==> src/rtl/board_pkg.sv <==
// board_pkg: shared board geometry, card format, LFSR constants and one-hot
// state encoding for the board dealing sequencer.
package board_pkg;

    localparam int NUM_LOCS  = 16;
    localparam int LOC_W     = 4;
    localparam int DATA_W    = 6;
    localparam int PAIR_ID_W = 3;

    localparam logic [7:0] LFSR_TAPS     = 8'hB8;
    localparam logic [7:0] SEED_ZERO_SUB = 8'h01;

    typedef enum logic [7:0] {
        S_IDLE  = 8'h01,
        S_FILL  = 8'h02,
        S_RD_A  = 8'h04,
        S_RD_B  = 8'h08,
        S_WR_A  = 8'h10,
        S_WR_B  = 8'h20,
        S_DONE  = 8'h40,
        S_CHECK = 8'h80
    } state_t;

endpackage

==> src/rtl/deal_lfsr8.sv <==
// deal_lfsr8: 8-bit Fibonacci LFSR (x^8+x^6+x^5+x^4+1), left shift,
// loadable seed with an all-zero seed replaced so the sequence never locks up.
module deal_lfsr8
    import board_pkg::*;
(
    input  logic       Clk,
    input  logic       Reset_n,
    input  logic       load,
    input  logic       step,
    input  logic [7:0] seed,
    output logic [7:0] q
);

    always_ff @(posedge Clk or negedge Reset_n)
        if (!Reset_n)
            q <= '0;
        else if (load)
            q <= (seed == 8'h00) ? SEED_ZERO_SUB : seed;
        else if (step)
            q <= {q[6:0], ^(q & LFSR_TAPS)};

endmodule

==> src/rtl/board_deal_ctrl.sv <==
// board_deal_ctrl: fills the board RAM with 8 pairs then shuffles them with
// LFSR-driven swaps. BOARD_DEAL_VERIFY_EN adds a CHECK pass that reports Error.
module board_deal_ctrl
    import board_pkg::*;
#(
    parameter int SWAP_ROUNDS = 16
) (
    input  logic              Clk,
    input  logic              Reset_n,
    input  logic              Start,
    input  logic [7:0]        seed,
    input  logic              Ack,
    output logic              Busy,
    output logic              Done,
    output logic              Error,
    output logic              MemWe,
    output logic [LOC_W-1:0]  MemAddr,
    output logic [DATA_W-1:0] MemWData,
    input  logic [DATA_W-1:0] MemRData,
    output logic [6:0]        state
);

    state_t st, st_n;
    logic [LOC_W-1:0]  k, i, j, chk_addr;
    logic [7:0]        r;
    logic [DATA_W-1:0] a;
    logic [3:0]        lfsr_unused;
    logic              load, step, last, chk_end;

`ifdef BOARD_DEAL_VERIFY_EN
    localparam state_t POST = S_CHECK;
`else
    localparam state_t POST = S_DONE;
`endif

    assign load  = (st == S_IDLE) && Start;
    assign step  = (st == S_WR_B);
    assign last  = (r == 8'(SWAP_ROUNDS - 1));
    assign i     = r[LOC_W-1:0];
    assign state = st[6:0];

    deal_lfsr8 u_lfsr (
        .Clk    (Clk),
        .Reset_n(Reset_n),
        .load   (load),
        .step   (step),
        .seed   (seed),
        .q      ({lfsr_unused, j})
    );

    always_ff @(posedge Clk or negedge Reset_n)
        if (!Reset_n) begin
            st <= S_IDLE;
            k  <= '0;
            r  <= '0;
            a  <= '0;
        end else begin
            st <= st_n;
            k  <= load ? '0 : (st == S_FILL) ? k + LOC_W'(1) : k;
            r  <= load ? '0 : step ? r + 8'd1 : r;
            if (st == S_RD_B)
                a <= MemRData;
        end

    always_comb begin
        st_n = st;
        case (st)
            S_IDLE:  if (Start) st_n = S_FILL;
            S_FILL:  if (k == LOC_W'(NUM_LOCS - 1)) st_n = S_RD_A;
            S_RD_A:  st_n = S_RD_B;
            S_RD_B:  st_n = S_WR_A;
            S_WR_A:  st_n = S_WR_B;
            S_WR_B:  st_n = last ? POST : S_RD_A;
            S_CHECK: if (chk_end) st_n = S_DONE;
            S_DONE:  if (Ack) st_n = S_IDLE;
            default: st_n = S_IDLE;
        endcase
    end

    // WR_A forwards the j read straight from RAM; WR_B writes the held i value.
    always_comb begin
        Busy     = st inside {S_FILL, S_RD_A, S_RD_B, S_WR_A, S_WR_B, S_CHECK};
        Done     = (st == S_DONE);
        MemWe    = st inside {S_FILL, S_WR_A, S_WR_B};
        MemAddr  = (st == S_FILL) ? k :
                   (st inside {S_RD_A, S_WR_A}) ? i :
                   (st inside {S_RD_B, S_WR_B}) ? j :
                   (st == S_CHECK) ? chk_addr : '0;
        MemWData = (st == S_FILL) ? DATA_W'(k[LOC_W-1:1]) :
                   (st == S_WR_A) ? MemRData :
                   (st == S_WR_B) ? a : '0;
    end

`ifdef BOARD_DEAL_VERIFY_EN
    logic [4:0]           c;
    logic [1:0]           hist [8];
    logic                 bad, err;
    logic [PAIR_ID_W-1:0] id;

    assign id       = MemRData[PAIR_ID_W-1:0];
    assign chk_addr = c[LOC_W-1:0];
    assign chk_end  = (c == 5'(NUM_LOCS));

    // Read data lags the address by one cycle, so c==0 carries no card.
    always_ff @(posedge Clk or negedge Reset_n)
        if (!Reset_n) begin
            c   <= '0;
            bad <= 1'b0;
            for (int n = 0; n < 8; n++) hist[n] <= '0;
        end else if (load) begin
            c   <= '0;
            bad <= 1'b0;
            for (int n = 0; n < 8; n++) hist[n] <= '0;
        end else if (st == S_CHECK) begin
            c <= c + 5'd1;
            if (c != 5'd0) begin
                if (hist[id] != 2'd3)
                    hist[id] <= hist[id] + 2'd1;
                bad <= bad | (|MemRData[DATA_W-1:PAIR_ID_W]);
            end
        end

    always_comb begin
        err = bad;
        for (int n = 0; n < 8; n++)
            err = err | (hist[n] != 2'd2);
    end

    assign Error = (st == S_DONE) && err;
`else
    assign chk_addr = '0;
    assign chk_end  = 1'b0;
    assign Error    = 1'b0;
`endif

endmodule
==> config.mk <==
export PLATFORM = sky130hd
export DESIGN_NAME = board_deal_ctrl
export DESIGN_NICKNAME = d
export VERILOG_FILES = /design/src/rtl/board_pkg.sv /design/src/rtl/deal_lfsr8.sv /design/src/rtl/board_deal_ctrl.sv
export SDC_FILE = /design/constraint.sdc
export NUM_CORES = 1
export LEC_CHECK = 0
export CORE_ASPECT_RATIO = 0.5
export CORE_UTILIZATION = 50
export DETAILED_ROUTE_END_ITERATION = 7
export PLACE_DENSITY = 0.9
export SKIP_LAST_GASP = 1
export SLEW_MARGIN = 20
export SYNTH_ARGS = -nofsm -noshare
export SYNTH_HDL_FRONTEND = slang
export SYNTH_SLANG_ARGS = --single-unit
==> constraint.sdc <==
create_clock -name Clk -period 5.7 [get_ports Clk]
set_input_delay 1.14 -clock Clk [delete_from_list [all_inputs] [get_ports Clk]]
set_output_delay 1.14 -clock Clk [all_outputs]
set_load 0.05 [all_outputs]
Word level (Yosys, flattened, before mapping)
Index checks and enable logic that the tools add are counted.
{"block": "classes", "div_mod_pow": 0, "n_bitwise": 1, "shift": 0, "n_mux": 18, "n_reduce_logical": 10, "multipliers": 0, "order_cmp": 0, "addsub": 2, "n_eq_ne": 13}
{"cell": "$mux W8", "n": 8}
{"cell": "$pmux W8 S8", "n": 1}
{"cell": "$mux W4", "n": 5}
{"cell": "$mux W6", "n": 3}
{"cell": "$eq A8 B4 Y1 const B", "n": 2}
{"cell": "$add A8 B1 Y8 const B", "n": 1}
{"cell": "$eq A8 B1 Y1 const B", "n": 1}
{"cell": "$eq A8 B2 Y1 const B", "n": 1}
{"cell": "$eq A8 B3 Y1 const B", "n": 1}
{"cell": "$eq A8 B5 Y1 const B", "n": 1}
{"cell": "$eq A8 B6 Y1 const B", "n": 1}
{"cell": "$eq A8 B7 Y1 const B", "n": 1}
{"cell": "$eq A8 B8 Y1 const B", "n": 1}
{"cell": "$logic_not A8 Y1", "n": 1}
{"cell": "$reduce_bool A2 Y1", "n": 4}
{"cell": "$reduce_xor A8 Y1", "n": 1}
{"cell": "$mux W7", "n": 1}
{"cell": "$ne A2 B2 Y1 const B", "n": 3}
{"cell": "$reduce_bool A6 Y1", "n": 1}
{"cell": "$add A4 B1 Y4 const B", "n": 1}
{"cell": "$eq A4 B4 Y1 const B", "n": 1}
{"cell": "$reduce_and A4 Y1", "n": 1}
{"cell": "$reduce_bool A3 Y1", "n": 1}
{"cell": "$logic_and A1 B1 Y1", "n": 1}
{"cell": "$not A1 Y1", "n": 1}
{"block": "totals", "latch_bits": 0, "reg_bits": 34, "mem_bits_rw": 0, "elab_cells": 49, "mem_count": 0, "rom_bits": 0}

Logic depth before layout (Yosys ltp)
Gate-level depths: netlist of the first run.
{"block": "depth", "word_depth": 5, "ltp_mapped": 8}

Modules after synthesis
A second synthesis of the first run with hierarchy kept.
{"block": "hier_totals", "hier_cells": 192, "area_unflattened_um2": 1818.0}
{"mod": "board_deal_ctrl", "cells_each": 151, "n_inst": 1, "area_per_inst_um2": 1403.8}
{"mod": "deal_lfsr8", "cells_each": 41, "n_inst": 1, "area_per_inst_um2": 414.1}

Worst setup path after synthesis of the first run
No wires, ideal clock.
{"block": "synth_path", "path_type": "register to output", "from": "register st[1]", "to": "output port Done", "t_arrival_ns": 3.096, "stages_incl_launch_ff": 5, "setup_slack_ns": 1.464, "path_cell_list": "dfrtp_1 > buf_6 > or4_4 > buf_6 > nor4b_1"}
{"block": "synth_via", "elab_chain_cells": 1}
{"item": "start: declaration", "line_no": "board_deal_ctrl.sv:23", "text": "state_t st, st_n;"}
{"item": "start signal: assignment", "line_no": "board_deal_ctrl.sv:58", "text": "st <= st_n;"}
{"item": "$eq A8 B7 Y1", "line_no": "board_deal_ctrl.sv:83", "text": "Done = (st == S_DONE);"}
{"item": "end: declaration", "line_no": "board_deal_ctrl.sv:14", "text": "output logic Done,"}
No other way between the ends.

Worst setup path in the final report of the first run
{"block": "layout_path", "from": "register st[4]", "to": "output port MemAddr[1]"}
{"block": "layout_via", "elab_chain_cells": 5, "word_cells_on_any_way": 10, "cone_classes": "eq/ne: 5; mux: 3; reduce/logical: 2"}
{"item": "$eq A8 B4 Y1 or $eq A8 B6 Y1 (tied branches)", "line_no": "board_deal_ctrl.sv:87", "text": "(st inside {S_RD_B, S_WR_B}) ? j :"}
{"item": "$reduce_bool A2 Y1", "line_no": "board_deal_ctrl.sv:87"}
{"item": "$mux W4", "line_no": "board_deal_ctrl.sv:87"}
{"item": "$mux W4", "line_no": "board_deal_ctrl.sv:86", "text": "(st inside {S_RD_A, S_WR_A}) ? i :"}
{"item": "$mux W4 (*)", "line_no": "board_deal_ctrl.sv:85", "text": "MemAddr = (st == S_FILL) ? k :"}
{"item": "end: declaration", "line_no": "board_deal_ctrl.sv:17", "text": "output logic [LOC_W-1:0] MemAddr,"}
Mark *: on every way between the ends. The rest lies on a longest branch, timed or not.

==> flow_metrics.env, run 1 <==
export IMPL_fin_crit_sh_pct=75.3
export IMPL_htreeDepth=2
export IMPL_synth_async_reset_ratio_pct=100
export IMPL_ys_warn_count=0
export IMPL_grt_pass1_wl_um=6760
export IMPL_hold_violations=0
export IMPL_crit_path_end="MemAddr[1]"
export IMPL_switching_share_pct=36.3
export IMPL_r2r_cells=4
export IMPL_status="complete, no violations"
export IMPL_final_core_util_pct=71.0
export IMPL_syn_num_nets=201
export IMPL_hold_class="reg2reg"
export IMPL_powerDensity_nw_per_um2=333
export IMPL_synthDistinctLibCells=46
export IMPL_gp_congestion=0.812
export IMPL_worst_clock_skew_ns=0.00201
export IMPL_synth_edf_count=0
export IMPL_antenna_found_initial=0
export IMPL_r2r_end="r[7]"
export IMPL_grt_overflow=0
export IMPL_post_cts_buffers=0
export IMPL_cts_resized=0
export IMPL_synthFlopType="dfrtp_1"
export IMPL_ff2ff_setup_slack_ns=3.18
export IMPL_clk_latency_ns=0.28
export IMPL_post_route_min_period_ns=4.29
export IMPL_num_antenna_cells=0
export IMPL_ys_ff_latch=33
export IMPL_path_clk_slew_ns=0.06
export IMPL_dieArea_sq_um=3860
export IMPL_p_sw_w=0.000275
export IMPL_fin_cells=263
export IMPL_p_leak_nw=0.983
export IMPL_final_setup_tns_ns=0
export IMPL_cts_tree="built"
export IMPL_p_seq_share_pct=43.5
export IMPL_start_util_pct=56.1
export IMPL_cts_path_max_buffers=2
export IMPL_use_met2_pct=37.8
export IMPL_io_buffer_count=37
export IMPL_netlist_instances=181
export IMPL_cp_arrival_ns=3.15
export IMPL_met1_usage_pct=33.9
export IMPL_tightest_slew_ns=0.931
export IMPL_ant_nets=0
export IMPL_grt_max_degree=34
export IMPL_syn_to_final_growth_pct=26.4
export IMPL_path_max_fanout=11
export IMPL_maxCapViolCount=0
export IMPL_nets=235
export IMPL_io_pins=39
export IMPL_top_usage_layer="met2"
export IMPL_post_place_cells=256
export IMPL_final_max_slew_viol_count=0
export IMPL_first_pass_iters=4
export IMPL_fp_dieH_um=44.4
export IMPL_post_dp_cell_area_sq_um=2190
export IMPL_yosysMostFrequentCell="dfrtp_1"
export IMPL_seq_area_frac_synth_pct=46.0
export IMPL_clockRootBuffer="clkbuf_8"
export IMPL_drive_above_1_share_pct=10.2
export IMPL_max_freq_mhz=233
export IMPL_clock_sinks=33
export IMPL_dp_hpwl_um=2900
export IMPL_fp_dieW_um=86.8
export IMPL_track_usage_pct=24.0
export IMPL_core_sq_um=3210
export IMPL_setup_viol=0
export IMPL_synth_top_area_share_pct=44.5
export IMPL_avgSynthCellArea_sq_um=9.94
export IMPL_numCtsBuffers=5
export IMPL_use_met3_pct=5.22
export IMPL_drt_iter0_markers=97
export IMPL_grt_pass1_vias=1411
export IMPL_rsz0062_at_grt="no"
export IMPL_worst_setup_path_end_kind="primary output"
export IMPL_remaining_drc_errors=0
export IMPL_p_int_w=0.000482
export IMPL_crit_path_start="st[4]"
export IMPL_combPwrFrac_pct=33.6
export IMPL_relSlewSlack_pct=37.4
export IMPL_ir_worst_vdd_uv=173
export IMPL_wl_per_cell_um=15.8
export IMPL_vias=1537
export IMPL_ys_top_cells_by_area="dfrtp_1 45%, xnor2_1 4.4%, mux2_2 3.8%"
export IMPL_worstReg2RegStart="st[1]"
export IMPL_routed_wl_um=4170
export IMPL_synth_area_leader_cell="dfrtp_1"
export IMPL_synth_area_sq_um=1800
export IMPL_netlist_top_cells_count="32 x dfrtp_1, 16 x nand2_1, 12 x nor2_1"
export IMPL_critPathKind="reg2out"
export IMPL_std_cell_rows=14
export IMPL_postCtsHoldBufs=0
export IMPL_worstPathRequired_ns=4.56
export IMPL_design_area_sq_um=2270
export IMPL_clock_power_share_pct=22.8
export IMPL_startpoint_type="register"
export IMPL_via_per_inst=5.84
flip-flops by register name, summed over array words and instances, names as in the netlist:
signal and cells:
k 4, u_lfsr.q 8, a 6, st 7, r 8
layout make-up:
| class | count | area, sq um |
|---|---|---|
| clock buffer | 7 | 86.3 |
| tap | 48 | 60.1 |
| sequential | 33 | 827 |
| fill | 228 | 931 |
| timing repair buffer | 40 | 393 |
| inverter | 4 | 15.0 |
| multi-input combinational | 131 | 893 |
cell usage in the layout, fill, tap and decap left out, types with 2 or more instances in the layout:
| master | Yosys | layout |
|---|---|---|
| xor2_1 | 4 | 4 |
| mux2i_1 | 3 | 3 |
| buf_4 | 1 | 3 |
| nor4b_1 | 2 | 2 |
| or2_2 | 2 | 2 |
| clkbuf_8 | 0 | 6 |
| nand2_1 | 16 | 16 |
| nor3b_1 | 2 | 2 |
| nor4_1 | 6 | 5 |
| a21o_1 | 2 | 2 |
| ha_1 | 2 | 2 |
| o21ai_0 | 4 | 4 |
| inv_1 | 4 | 4 |
| or4_1 | 3 | 3 |
| a21oi_1 | 4 | 4 |
| or3_1 | 5 | 5 |
| a221o_1 | 6 | 6 |
| a22o_1 | 3 | 3 |
| nor2_1 | 12 | 12 |
| and3_1 | 3 | 3 |
| xnor2_1 | 9 | 9 |
| nor3_1 | 5 | 5 |
| nand3_1 | 10 | 10 |
| a22oi_1 | 6 | 6 |
| mux2_2 | 6 | 6 |
| dfrtp_1 | 32 | 32 |
| clkdlybuf4s50_1 | 0 | 37 |
layer usage:
layer / vias to the layer above / share of wire (%)
met3: 2 / 7.8
met5: - / 0
met2: 54 / 47
li1: 727 / -
met4: 0 / 0.29
met1: 754 / 45
through the flow:
step | power, W | setup WS (ns) | hold slack, ns
after floorplan | 0.000519 | 1.46 | 0.460
after global placement | 0.000573 | 1.82 | 0.486
after detailed placement | 0.000585 | 1.77 | 0.495
after CTS | 0.000759 | 1.46 | 0.509
after global routing | 0.000801 | 1.29 | 0.525
final | 0.000758 | 1.41 | 0.508
power groups by stage:
stage / Sequential [W] / Clock (W) / Combinational (W)
after CTS: 0.000329 / 0.000176 / 0.000254
after floorplan: 0.000333 / 0 / 0.000185
after global routing: 0.000337 / 0.000189 / 0.000275
after global placement: 0.000328 / 0 / 0.000245
after detailed placement: 0.000333 / 0 / 0.000253
final: 0.000330 / 0.000173 / 0.000255
cells by family after synthesis:
kind of cell	after synthesis	synth area share [%]
buf+inv	17	4.73
fa+ha+maj	2	1.39
simple gates	76	23.4
xor+xnor	13	6.33
flops	33	46.0
mux	9	5.42
compound gates	30	12.5
other cells	1	0.208
worst min path at each step:
stage	start	to	slack [ns]	cells after the start
after floorplan	u_lfsr.q[6]	u_lfsr.q[6]	0.46	2
after global placement	u_lfsr.q[6]	u_lfsr.q[6]	0.49	2
after detailed placement	a[0]	a[0]	0.50	1
after CTS	a[3]	a[3]	0.51	1
after global routing	a[0]	a[0]	0.53	1
final	a[3]	a[3]	0.51	1
worst max-delay path, stage by stage, from the launching register on:
cell and delay [ns]:
dfrtp_1 0.51, or3_1 0.44, nor4_1 0.78, a221o_1 0.32
clkdlybuf4s50_1 0.82
(Power assumes the default switching activity.)
==> inputs of run 2 (changes only) <==
==> constraint.sdc (replaced) <==
create_clock -name Clk -period 4.25 [get_ports Clk]
set_input_delay 0.85 -clock Clk [delete_from_list [all_inputs] [get_ports Clk]]
set_output_delay 0.85 -clock Clk [all_outputs]
set_load 0.05 [all_outputs]
==> flow_metrics.env, run 2 (synthesis results as in run 1) <==
export IMPL_status="complete, no violations"
export IMPL_final_setup_tns_ns=0
export IMPL_cts_resized=0
export IMPL_final_max_slew_viol_count=0
export IMPL_worst_clock_skew_ns=0.00515
export IMPL_postCtsHoldBufs=0
export IMPL_track_usage_pct=26.6
export IMPL_core_sq_um=3210
export IMPL_max_freq_mhz=251
export IMPL_htreeDepth=2
export IMPL_top_regs="r: 8 flops, u_lfsr.q: 8 flops, st: 7 flops"
export IMPL_post_cts_buffers=0
export IMPL_clockRootBuffer="clkbuf_8"
export IMPL_num_antenna_cells=0
export IMPL_ant_nets=0
export IMPL_std_cell_rows=14
export IMPL_cts_path_max_buffers=2
export IMPL_antenna_found_initial=0
export IMPL_powerDensity_nw_per_um2=461
export IMPL_post_dp_cell_area_sq_um=2200
export IMPL_worst_setup_path_end_kind="primary output"
export IMPL_via_per_inst=5.91
export IMPL_routed_wl_um=4540
export IMPL_critPathKind="reg2out"
export IMPL_clk_latency_ns=0.29
export IMPL_tightest_slew_ns=0.905
export IMPL_numCtsBuffers=5
export IMPL_hold_violations=0
export IMPL_fin_hold_ws_ns=0.497
export IMPL_grt_overflow=0
export IMPL_first_pass_iters=4
export IMPL_mostFrequentLayoutCell="clkdlybuf4s50_1"
export IMPL_start_util_pct=56.1
export IMPL_wl_per_cell_um=17.1
export IMPL_setup_viol=0
export IMPL_post_route_min_period_ns=3.99
export IMPL_path_clk_slew_ns=0.06
export IMPL_grt_pass1_wl_um=7360
export IMPL_gp_congestion=0.860
export IMPL_nets=237
export IMPL_rsz0062_at_grt="no"
export IMPL_grt_pass1_vias=1528
export IMPL_dieArea_sq_um=3860
export IMPL_ir_worst_vdd_uv=224
export IMPL_worstPathRequired_ns=3.40
export IMPL_remaining_drc_errors=0
export IMPL_relSlewSlack_pct=39.1
export IMPL_fp_dieW_um=86.8
export IMPL_fillers=234
export IMPL_fp_dieH_um=44.4
export IMPL_path_max_fanout=9
export IMPL_vias=1571
export IMPL_drive_above_1_share_pct=11.9
export IMPL_io_pins=39
export IMPL_cts_tree="built"
export IMPL_syn_to_final_growth_pct=28.1
export IMPL_startpoint_type="register"
export IMPL_final_cell_mix="37 x clkdlybuf4s50_1, 32 x dfrtp_1, 16 x nand2_1, 12 x nor2_1, 10 x nand3_1"
export IMPL_io_buffer_count=37
export IMPL_maxCapViolCount=0
export IMPL_hold_class="reg2reg"
export IMPL_grt_max_degree=27
export IMPL_design_area_sq_um=2300
export IMPL_p_leak_nw=1.00
export IMPL_dp_hpwl_um=3170
export IMPL_clock_sinks=33
export IMPL_cp_arrival_ns=3.14
export IMPL_fin_crit_sh_pct=93.9
export IMPL_drt_iter0_markers=127
-- run 2: path summary, 6_finish.rpt --
path                             start     endpoint  slack [ns]  cells after the start
max                              st[1]  MemWData[2]        0.26                      4
min                        u_lfsr.q[6]  u_lfsr.q[6]        0.50                      2
max reg2reg                      st[1]         r[7]        1.71                      4
min reg2reg                u_lfsr.q[6]  u_lfsr.q[6]        0.50                      2
max in group asynchronous      Reset_n        st[0]        2.72                      2
min in group asynchronous      Reset_n  u_lfsr.q[7]        0.83                      1
-- run 2: power by group --
part	total [W]	switching (W)	internal, W	leakage [nW]
logic	0.000360	0.000212	0.000148	0.520
clock network	0.000260	0.000114	0.000146	0.0542
registers	0.000442	0.0000667	0.000375	0.428
total	0.00106	0.000393	0.000669	1.00
-- run 2: layer usage --
layer	global-route usage (%)	vias to the layer above	wire length [um]	part of all wire (%)
li1	-	733	-	-
met2	44.6	74	2120	47
met3	5.78	13	351	7.7
met5	0	-	0	0
met4	12.7	0	89	2.0
met1	33.9	751	1980	44
-- run 2: through the flow --
stage / instances / util [%] / setup WS (ns) / power [W]
final: 266 / 71.9 / 0.261 / 0.00106
after global routing: 266 / 71.9 / 0.140 / 0.00112
after CTS: 266 / 71.9 / 0.286 / 0.00106
after detailed placement: 258 / 68.7 / 0.597 / 0.000793
after global placement: 258 / 68.7 / 0.665 / 0.000774
after floorplan: 181 / - / 0.304 / 0.000696
-- run 2: cell type report --
cell class	instances	area, sq um	area share [%]
clock inverters	1	5.00	0.217
repair buffers	42	408	17.7
inverters	4	15.0	0.651
flip-flops and latches	33	827	35.9
multi-input cells	131	893	38.8
clock buffers	7	96.3	4.18
well taps	48	60.1	2.61
-- run 2: worst max-delay path: stages (launching register included) --
cell and delay (ns):
dfrtp_1 0.47, or4_4 0.65, nor4b_2 0.64, a221o_1 0.28
clkdlybuf4s50_1 0.81
